===== config.mk =====
export PLATFORM = sky130hd
export DESIGN_NAME = sram_arbiter_flat
export DESIGN_NICKNAME = d
export VERILOG_FILES = /design/src/rtl/sram_arbiter_if.sv /design/src/rtl/sram_arbiter.sv /design/src/flat_wrapper.sv
export SDC_FILE = /design/constraint.sdc
export NUM_CORES = 1
export LEC_CHECK = 0
export ABC_AREA = 1
export CAP_MARGIN = 15
export CORE_ASPECT_RATIO = 0.7
export CORE_MARGIN = 4
export CORE_UTILIZATION = 37
export CTS_CLUSTER_DIAMETER = 50
export DETAILED_ROUTE_END_ITERATION = 10
export GPL_TIMING_DRIVEN = 0
export PLACE_DENSITY = 0.82
export RECOVER_POWER = 25
export SYNTH_ARGS = -nofsm -noshare
export SYNTH_HDL_FRONTEND = slang
export SYNTH_SLANG_ARGS = --single-unit
export TNS_END_PERCENT = 10

===== constraint.sdc =====
create_clock -name clk -period 1.4 [get_ports clk]
set_input_delay 0.35 -clock clk [delete_from_list [all_inputs] [get_ports clk]]
set_output_delay 0.35 -clock clk [all_outputs]
set_load 0.01 [all_outputs]

===== src/rtl/sram_arbiter_if.sv =====
// sram_arbiter_if: bundles the pipeline-side request ports and the external
// SRAM bus of sram_arbiter.
//   Pipeline side : stall, flush, if_* (fetch), mem_* (data access),
//                   stallreq_from_if/mem, bus_err
//   SRAM side     : sram_ce/we/sel/addr/wdata (registered), sram_rdata, sram_ack
// Modports:
//   slave  - the arbiter itself (serves the two pipeline requesters)
//   master - the environment: pipeline stages plus the SRAM model
interface sram_arbiter_if;
    logic [5:0]  stall;
    logic        flush;

    logic        if_req;
    logic [31:0] if_addr;
    logic [31:0] if_rdata;
    logic        stallreq_from_if;

    logic        mem_req;
    logic        mem_we;
    logic [3:0]  mem_sel;
    logic [31:0] mem_addr;
    logic [31:0] mem_wdata;
    logic [31:0] mem_rdata;
    logic        stallreq_from_mem;

    logic        bus_err;

    logic        sram_ce;
    logic        sram_we;
    logic [3:0]  sram_sel;
    logic [31:0] sram_addr;
    logic [31:0] sram_wdata;
    logic [31:0] sram_rdata;
    logic        sram_ack;

    modport slave (
        input  stall, flush,
        input  if_req, if_addr,
        output if_rdata, stallreq_from_if,
        input  mem_req, mem_we, mem_sel, mem_addr, mem_wdata,
        output mem_rdata, stallreq_from_mem,
        output bus_err,
        output sram_ce, sram_we, sram_sel, sram_addr, sram_wdata,
        input  sram_rdata, sram_ack
    );

    modport master (
        output stall, flush,
        output if_req, if_addr,
        input  if_rdata, stallreq_from_if,
        output mem_req, mem_we, mem_sel, mem_addr, mem_wdata,
        input  mem_rdata, stallreq_from_mem,
        input  bus_err,
        input  sram_ce, sram_we, sram_sel, sram_addr, sram_wdata,
        output sram_rdata, sram_ack
    );
endinterface


===== src/rtl/sram_arbiter.sv =====
// sram_arbiter: shares one external SRAM port between instruction fetch (IF)
// and the MEM stage. One requester is granted at a time (MEM first, it is the
// older instruction); the bus transaction is registered and guarded by a
// timeout watchdog. Results are held in rdata registers until the pipeline
// consumes them.
// Ports:
//   clk       - clock, all state on the rising edge
//   rst       - synchronous active-high reset
//   bus       - sram_arbiter_if.slave (pipeline requests + SRAM bus)
//   dbg_state - current FSM state (0 IDLE, 1 BUS_IF, 2 BUS_MEM)
//
// Handshake: a requester holds x_req high until its result is consumed.
// x_done rises the cycle after completion and stays high until a cycle in
// which that stage is not stalled; stallreq_from_x = x_req & ~x_done. On the
// SRAM side sram_ce stays high, with address/data constant, until the cycle
// sram_ack = 1 (or the watchdog expires); sram_ce then drops for at least
// one cycle before the next transaction.
module sram_arbiter #(
    parameter int unsigned TIMEOUT = 255
) (
    input  logic                clk,
    input  logic                rst,
    sram_arbiter_if.slave       bus,
    output logic [1:0]          dbg_state
);

    typedef enum logic [1:0] {
        IDLE    = 2'd0,
        BUS_IF  = 2'd1,
        BUS_MEM = 2'd2
    } state_t;

    localparam logic [7:0] TIMEOUT_CNT = 8'(TIMEOUT);

    state_t      state, state_nxt;
    logic        ce_q, ce_nxt;
    logic        we_q, we_nxt;
    logic [3:0]  sel_q, sel_nxt;
    logic [31:0] addr_q, addr_nxt;
    logic [31:0] wdata_q, wdata_nxt;
    logic [31:0] if_rdata_q, if_rdata_nxt;
    logic [31:0] mem_rdata_q, mem_rdata_nxt;
    logic        bus_err_q, bus_err_nxt;
    logic        if_done, if_done_nxt;
    logic        mem_done, mem_done_nxt;
    logic        drop, drop_nxt;
    logic [7:0]  cnt, cnt_nxt;

    logic        if_elig, mem_elig, timeout, discard;

    // Stall bits of stages this block does not serve.
    logic        unused_stall;
    assign unused_stall = ^{bus.stall[5], bus.stall[3:2], bus.stall[0]};

    assign if_elig  = bus.if_req  & ~if_done;
    assign mem_elig = bus.mem_req & ~mem_done;
    assign timeout  = (cnt == TIMEOUT_CNT);
    // A flush in the completion cycle discards the result just like an
    // earlier flush recorded in drop.
    assign discard  = drop | bus.flush;

    always_comb begin
        state_nxt     = state;
        ce_nxt        = ce_q;
        we_nxt        = we_q;
        sel_nxt       = sel_q;
        addr_nxt      = addr_q;
        wdata_nxt     = wdata_q;
        if_rdata_nxt  = if_rdata_q;
        mem_rdata_nxt = mem_rdata_q;
        bus_err_nxt   = 1'b0;
        cnt_nxt       = cnt;
        drop_nxt      = drop;
        // Done flags drop once the stage advances, or on flush; a
        // completion below overrides this (new result not yet consumed).
        if_done_nxt   = if_done  & bus.stall[1] & ~bus.flush;
        mem_done_nxt  = mem_done & bus.stall[4] & ~bus.flush;

        case (state)
            IDLE: begin
                if (mem_elig) begin
                    state_nxt = BUS_MEM;
                    ce_nxt    = 1'b1;
                    we_nxt    = bus.mem_we;
                    sel_nxt   = bus.mem_sel;
                    addr_nxt  = bus.mem_addr;
                    wdata_nxt = bus.mem_wdata;
                    cnt_nxt   = 8'd0;
                    // A request granted in a flush cycle belongs to a
                    // squashed instruction.
                    drop_nxt  = bus.flush;
                end else if (if_elig) begin
                    state_nxt = BUS_IF;
                    ce_nxt    = 1'b1;
                    we_nxt    = 1'b0;
                    sel_nxt   = 4'b1111;
                    addr_nxt  = bus.if_addr;
                    wdata_nxt = 32'd0;
                    cnt_nxt   = 8'd0;
                    drop_nxt  = bus.flush;
                end
            end
            BUS_IF, BUS_MEM: begin
                if (bus.sram_ack || timeout) begin
                    state_nxt   = IDLE;
                    ce_nxt      = 1'b0;
                    we_nxt      = 1'b0;
                    sel_nxt     = 4'b0000;
                    drop_nxt    = 1'b0;
                    bus_err_nxt = ~bus.sram_ack;
                    if (state == BUS_IF) begin
                        if_rdata_nxt = bus.sram_ack ? bus.sram_rdata : 32'd0;
                        if (!discard) begin
                            if_done_nxt = 1'b1;
                        end
                    end else begin
                        if (!we_q) begin
                            mem_rdata_nxt = bus.sram_ack ? bus.sram_rdata : 32'd0;
                        end
                        if (!discard) begin
                            mem_done_nxt = 1'b1;
                        end
                    end
                end else begin
                    cnt_nxt = cnt + 8'd1;
                    if (bus.flush) begin
                        drop_nxt = 1'b1;
                    end
                end
            end
            default: begin
                state_nxt = IDLE;
                ce_nxt    = 1'b0;
            end
        endcase
    end

    always_ff @(posedge clk) begin
        if (rst) begin
            state       <= IDLE;
            ce_q        <= 1'b0;
            we_q        <= 1'b0;
            sel_q       <= 4'b0000;
            addr_q      <= 32'd0;
            wdata_q     <= 32'd0;
            if_rdata_q  <= 32'd0;
            mem_rdata_q <= 32'd0;
            bus_err_q   <= 1'b0;
            if_done     <= 1'b0;
            mem_done    <= 1'b0;
            drop        <= 1'b0;
            cnt         <= 8'd0;
        end else begin
            state       <= state_nxt;
            ce_q        <= ce_nxt;
            we_q        <= we_nxt;
            sel_q       <= sel_nxt;
            addr_q      <= addr_nxt;
            wdata_q     <= wdata_nxt;
            if_rdata_q  <= if_rdata_nxt;
            mem_rdata_q <= mem_rdata_nxt;
            bus_err_q   <= bus_err_nxt;
            if_done     <= if_done_nxt;
            mem_done    <= mem_done_nxt;
            drop        <= drop_nxt;
            cnt         <= cnt_nxt;
        end
    end

    assign bus.sram_ce    = ce_q;
    assign bus.sram_we    = we_q;
    assign bus.sram_sel   = sel_q;
    assign bus.sram_addr  = addr_q;
    assign bus.sram_wdata = wdata_q;
    assign bus.if_rdata   = if_rdata_q;
    assign bus.mem_rdata  = mem_rdata_q;
    assign bus.bus_err    = bus_err_q;

    // Gated by rst so every output reads 0 while reset is held.
    assign bus.stallreq_from_if  = bus.if_req  & ~if_done  & ~rst;
    assign bus.stallreq_from_mem = bus.mem_req & ~mem_done & ~rst;

    assign dbg_state = state;

endmodule

===== src/flat_wrapper.sv =====
// flat-port wrapper written by rule: the top's interface ports become plain ports
module sram_arbiter_flat 
#(
    parameter int unsigned TIMEOUT = 255
)
  (clk, rst, dbg_state, bus_stall, bus_flush, bus_if_req, bus_if_addr, bus_if_rdata, bus_stallreq_from_if, bus_mem_req, bus_mem_we, bus_mem_sel, bus_mem_addr, bus_mem_wdata, bus_mem_rdata, bus_stallreq_from_mem, bus_bus_err, bus_sram_ce, bus_sram_we, bus_sram_sel, bus_sram_addr, bus_sram_wdata, bus_sram_rdata, bus_sram_ack);
  sram_arbiter_if bus_i ();
  input  logic clk;
  input  logic rst;
  output logic [1:0] dbg_state;
  input wire logic [$bits(bus_i.stall)-1:0] bus_stall;
  input wire logic [$bits(bus_i.flush)-1:0] bus_flush;
  input wire logic [$bits(bus_i.if_req)-1:0] bus_if_req;
  input wire logic [$bits(bus_i.if_addr)-1:0] bus_if_addr;
  output wire logic [$bits(bus_i.if_rdata)-1:0] bus_if_rdata;
  output wire logic [$bits(bus_i.stallreq_from_if)-1:0] bus_stallreq_from_if;
  input wire logic [$bits(bus_i.mem_req)-1:0] bus_mem_req;
  input wire logic [$bits(bus_i.mem_we)-1:0] bus_mem_we;
  input wire logic [$bits(bus_i.mem_sel)-1:0] bus_mem_sel;
  input wire logic [$bits(bus_i.mem_addr)-1:0] bus_mem_addr;
  input wire logic [$bits(bus_i.mem_wdata)-1:0] bus_mem_wdata;
  output wire logic [$bits(bus_i.mem_rdata)-1:0] bus_mem_rdata;
  output wire logic [$bits(bus_i.stallreq_from_mem)-1:0] bus_stallreq_from_mem;
  output wire logic [$bits(bus_i.bus_err)-1:0] bus_bus_err;
  output wire logic [$bits(bus_i.sram_ce)-1:0] bus_sram_ce;
  output wire logic [$bits(bus_i.sram_we)-1:0] bus_sram_we;
  output wire logic [$bits(bus_i.sram_sel)-1:0] bus_sram_sel;
  output wire logic [$bits(bus_i.sram_addr)-1:0] bus_sram_addr;
  output wire logic [$bits(bus_i.sram_wdata)-1:0] bus_sram_wdata;
  input wire logic [$bits(bus_i.sram_rdata)-1:0] bus_sram_rdata;
  input wire logic [$bits(bus_i.sram_ack)-1:0] bus_sram_ack;
  assign bus_i.stall = bus_stall;
  assign bus_i.flush = bus_flush;
  assign bus_i.if_req = bus_if_req;
  assign bus_i.if_addr = bus_if_addr;
  assign bus_if_rdata = bus_i.if_rdata;
  assign bus_stallreq_from_if = bus_i.stallreq_from_if;
  assign bus_i.mem_req = bus_mem_req;
  assign bus_i.mem_we = bus_mem_we;
  assign bus_i.mem_sel = bus_mem_sel;
  assign bus_i.mem_addr = bus_mem_addr;
  assign bus_i.mem_wdata = bus_mem_wdata;
  assign bus_mem_rdata = bus_i.mem_rdata;
  assign bus_stallreq_from_mem = bus_i.stallreq_from_mem;
  assign bus_bus_err = bus_i.bus_err;
  assign bus_sram_ce = bus_i.sram_ce;
  assign bus_sram_we = bus_i.sram_we;
  assign bus_sram_sel = bus_i.sram_sel;
  assign bus_sram_addr = bus_i.sram_addr;
  assign bus_sram_wdata = bus_i.sram_wdata;
  assign bus_i.sram_rdata = bus_sram_rdata;
  assign bus_i.sram_ack = bus_sram_ack;
  sram_arbiter #(.TIMEOUT(TIMEOUT)) u_core (.clk(clk), .rst(rst), .bus(bus_i), .dbg_state(dbg_state));
endmodule

==> Word-level counts from Yosys, hierarchy flattened <==
Index checks and enable logic that the tools add are counted.
{ "totals": {"latchBits": 0, "memories": 0, "regBits": 148, "mem_bits_ro": 0, "elab_cells": 89, "out_inout_bits": 139, "ramBits": 0} }
{ "op_classes": {"order_cmp": 0, "n_addsub": 1, "div": 0, "muxes": 37, "n_eq_ne": 7, "reduce_logical": 13, "mul": 0, "bitwise_logic": 18, "shift": 0} }
{ "ops": {"columns": ["op", "count"], "rows": [
  ["2-to-1 mux 32 bit", 5],
  ["2-to-1 mux 8 bit", 3],
  ["2-to-1 mux 1 bit", 17],
  ["one-hot mux 8 bit (2 select lines)", 1],
  ["2-to-1 mux 4 bit", 3],
  ["AND reduction 3 bit", 4],
  ["NOT 1 bit", 9],
  ["adder 8 x 1 -> 8 bit, second input constant", 1],
  ["bitwise AND 1 bit", 8],
  ["== test 8 bit, second input constant", 1],
  ["one-hot mux 4 bit (2 select lines)", 1],
  ["2-to-1 mux 2 bit", 3],
  ["one-hot mux 1 bit (2 select lines)", 3],
  ["one-hot mux 2 bit (2 select lines)", 1],
  ["AND reduction 2 bit", 2],
  ["AND reduction 4 bit", 1],
  ["nonzero test 2 bit", 2],
  ["!= test 3 x 1 -> 1 bit, second input constant", 1],
  ["!= test 3 x 2 -> 1 bit, second input constant", 1],
  ["OR reduction 3 bit", 1],
  ["== test 2 x 1 -> 1 bit, second input constant", 1],
  ["== test 2 bit, second input constant", 1],
  ["logical NOT 2 bit", 1],
  ["!= test 2 x 1 -> 1 bit, second input constant", 1],
  ["4 further kinds", 4]
]} }

==> Depth between registers and ports, before layout <==
{ "depth": {"depth_word": 6, "mapped_depth": 11, "ltp_nobuf": 10} }

==> Least setup slack after synthesis <==
No wires, ideal clock.
{ "synth_timing": {"path_kind": "register to register", "from": "reg u_core.state[0], in the netlist u_core.dbg_state[0]", "to": "reg u_core.cnt[0]", "path_buffers": 1, "required_ns": 1.284, "arrival_time_ns": 1.561, "setup_slack_ns": -0.277, "stages_incl_launch_ff": 11, "path_cell_list": "dfxtp_1 inv_1 ha_1 buf_2 inv_1 nand2_1 nand2_1 inv_1 nand2_1 nor2_1 nor2_1"} }
{ "synth_between": {"elab_chain_len": 4} }
{ "synth_lines": {"columns": ["item", "line_no", "source"], "rows": [
  ["start, declared", "sram_arbiter.sv:35", "state_t state, state_nxt;"],
  ["start signal, assigned", "sram_arbiter.sv:154", "state <= state_nxt;"],
  ["== test 2 bit or == test 2 x 1 -> 1 bit (tied branches)", "sram_arbiter.sv:79", "case (state)"],
  ["OR reduction 2 bit", "sram_arbiter.sv:79", null],
  ["!= test 2 bit (no source line) or nonzero test 2 bit (tied branches)", null, null],
  ["AND reduction 3 bit (no source line)", null, null],
  ["end signal, assigned", "sram_arbiter.sv:166", "cnt <= cnt_nxt;"],
  ["end, declared", "sram_arbiter.sv:47", "logic [7:0] cnt, cnt_nxt;"]
]} }
Parallel ways exist; a longest one is shown, timed or not.
A chain may end at the register's enable or synchronous reset.

==> Worst setup path in the final report <==
{ "layout_timing": {"from": "reg u_core.cnt[6]", "to": "reg u_core.mem_rdata_q[17], in the netlist u_core.bus.mem_rdata[17]"} }
{ "layout_between": {"elab_chain_len": 3} }
{ "layout_lines": {"columns": ["item", "line_no", "source"], "rows": [
  ["== test 8 bit", "sram_arbiter.sv:57", "assign timeout = (cnt == TIMEOUT_CNT);"],
  ["logical OR 1 bit", "sram_arbiter.sv:104", "if (bus.sram_ack || timeout) begin"],
  ["AND reduction 4 bit (no source line)", null, null],
  ["end signal, assigned", "sram_arbiter.sv:161", "mem_rdata_q <= mem_rdata_nxt;"],
  ["end, declared", "sram_arbiter.sv:42", "logic [31:0] mem_rdata_q, mem_rdata_nxt;"]
]} }
Every way passes these cells.

==> impl_metrics.tcl <==
set metrics [dict create \
    outcome "complete, but fails checks" \
    violations "negative setup slack" \
    cts_made_buffers 17 \
    clock_power_share_pct 33.3 \
    fin_area_sq_um 10300 \
    core_area_sq_um 15700 \
    path_max_fanout 8 \
    cp-end-kind "flop" \
    clockRootBuffer "clkbuf_16" \
    synthesis.area_sq_um 5990 \
    grt_use_met2_pct 36.2 \
    post-synth-top-area-fraction_pct 49.4 \
    firstDrtPassIters 5 \
    max_freq_mhz 603 \
    h-tree-depth 4 \
    nNetsFinal 1309 \
    leakage_nw 4.28 \
    nFillCells 1323 \
    grt_pass1_vias 6332 \
    cap_violations 0 \
    num_vias 6917 \
    report.final.slew_viol_count 0 \
    routed_wirelength_um 23400 \
    power_frac_comb_pct 29.8 \
    synth_cell_types 19 \
    synth_top_area_cell "dfxtp_1" \
    finalCriticalPeriod_ps 1660 \
    avgSynthCellArea_sq_um 7.19 \
    holdCritPathClass "input pin to flop" \
    startpoint_type "flop" \
    swShare_pct 33.4 \
    syn_inst 834 \
    grt_pass1_wl_um 33100 \
    design.die.area_sq_um 18300 \
    p_per_area_nw_per_um2 1290 \
    setup_viol 142 \
    ios 284 \
    ir_drop_uv 735 \
    synth_nets 983 \
    fin_total_pwr_mw 13.2 \
    clock-sinks 148 \
    fin_worst_skew_ps 15.7 \
    rows 38 \
    setup_slack_ps -257 \
    path_class "flop to flop" \
    routed_via_density 5.03 \
    drc 0 \
    p_switching_mw 4.42 \
    seqPwrFrac_pct 36.9 \
    grt_overflow 0 \
    drt-initial-drc-count 489 \
    p_int_mw 8.80 \
    critical_path_required_ps 1740 \
    finalHoldViolCount 0 \
    die_w_um 160 \
    clk_path_buf_depth 2 \
    worst-slew-pin-transition_ps 698 \
    rsz0062_at_grt "true" \
    use_met1_pct 29.3 \
    path_clk_slew_ps 70 \
    syn_to_final_growth_pct 71.5 \
    multi_input_area_sq_um 2970 \
    ys_ff_latch 148 \
    max-slew-margin-rel_pct 53.5 \
    antenna_left 0 \
    drive_gt1_share_pct 18.7 \
    finalCritPeriodShare_pct 118 \
    utilization_pct 65.5 \
    place_congestion 0.864 \
    grt_max_degree 17 \
    post_drt_wl_per_cell_um 17.0 \
    start_util_pct 38.2 \
    ys_warn_count 0 \
    die_y_um 114 \
    synth-seq-area-share_pct 49.4 \
    synthTopCellsByArea "dfxtp_1, nand2_1, a21oi_1" \
    port_buffers 277 \
    use_met3_pct 7.38 \
    dpl.hpwl_um 16100 \
    clk-insertion-delay-late_ps 410 \
    arrival_ps 1990 \
    grt.busiest_layer "met2" \
    gr-usage-all-layers_pct 22.5 \
    grt_antenna_before_repair 1 \
    regArea_sq_um 2980 \
    preCtsSetupSlack_ps -1050 \
    dpl_cell_area_sq_um 9080 \
    cts_tree "yes" \
]
==> synthesized netlist by cell type <==
cell      count
nor3_1        1
a21oi_4       1
nand4_1       3
clkbuf_1     32
a31oi_1      32
dfxtp_1     148
nand2_2       4
inv_1        60
nand2_1     300
nor2_1       16
inv_2         1
nand3_1      52
buf_2        22
clkinv_1      1
o21ai_0      40
nor2_2        1
a21oi_1     113
ha_1          4
buf_6         3
==> flip-flops by register name, indices dropped and copies added (netlist names), 2 cells and up <==
name and count:
u_core.dbg_state 2, u_core.bus.sram_addr 32, u_core.bus.if_rdata 32, u_core.bus.mem_rdata 32, u_core.cnt 8, u_core.bus.sram_wdata 32, u_core.bus.sram_sel 4
==> power by group through the flow <==
stage	Combinational [mW]	Clock, mW	Sequential [mW]
6_report	3.94	4.41	4.88
5_1_grt	4.23	4.66	4.93
3_3_place_gp	3.24	0	4.93
4_1_cts	3.21	4.46	4.85
2_1_floorplan	1.39	0	5.12
3_5_place_dp	3.28	0	4.94
==> stage by stage <==
stage / TNS [ps] / cells / hold slack (ps)
2_1_floorplan: -8.96 / 834 / 458
3_3_place_gp: -58630 / 1311 / 447
3_5_place_dp: -57760 / 1311 / 454
4_1_cts: -6580 / 1346 / 418
5_1_grt: -33730 / 1374 / 474
6_report: -16480 / 1374 / 440
==> timing repair <==
action                                 4_1_cts  5_1_grt
gates resized for setup                    251      266
pin swaps                                    5       32
gates cloned                                 0        6
hold buffers                                 0        0
endpoints found under the hold margin        0        0
setup buffers                                3       22
setup endpoints to repair                  284      238
==> worst max-delay path, stage by stage (launching register included) <==
cell	delay, ps
dfxtp_1	410
nand2_1	140
nor2_2	190
nand2_4	100
a21oi_4	200
buf_8	180
buf_8	150
nand3_4	70
a21oi_2	150
==> final timing paths <==
kind                                               from                        to  slack, ps  cells past startpoint
worst min register to register  u_core.bus.if_rdata[12]   u_core.bus.if_rdata[12]        460                      2
worst max register to register            u_core.cnt[6]  u_core.bus.mem_rdata[17]       -260                      8
worst min-delay path                       bus_sram_ack   u_core.bus.if_rdata[31]        440                      5
worst max-delay path                      u_core.cnt[6]  u_core.bus.mem_rdata[17]       -260                      8
==> routing by layer <==
layer	vias to the layer above	wire length, um
met4	0	566
met5	-	0
met1	3230	10000
met2	287	10900
met3	51	1940
li1	3349	-
==> cell type report <==
cell class,instances,area share [%]
Clock inverter,14,1.31
Antenna cell,1,0.0243
Clock buffer,18,4.18
Tap cell,200,2.43
Inverter,62,2.50
Sequential cell,148,29.0
Timing Repair Buffer,308,27.4
Buffer,56,4.20
Multi-Input combinational cell,567,28.9
==> cells in the final DEF, fill, tap and decap left out, drive strengths merged <==
cell type,n
a21oi,114
a31oi,32
buf,58
clkbuf,85
clkdlybuf4s15,72
clkdlybuf4s50,136
clkinv,4
clkinvlp,3
dfxtp,148
diode,1
dlygate4sd2,31
ha,4
inv,69
nand2,304
nand3,52
nand4,3
nor2,17
nor3,1
o21ai,40
==> kinds of logic (layout without fill, tap and decap cells) <==
| family | count (synthesis) | in the layout | synth area share (%) |
|---|---|---|---|
| DFF | 148 | 148 | 49.4 |
| buffers and inverters | 119 | 458 | 8.29 |
| adders and majority gates | 4 | 4 | 0.835 |
| and+or+nand+nor | 377 | 377 | 25.1 |
| other | 0 | 1 | 0 |
| AOI/OAI and AO/OA | 186 | 186 | 16.4 |
(Power assumes the default switching activity.)
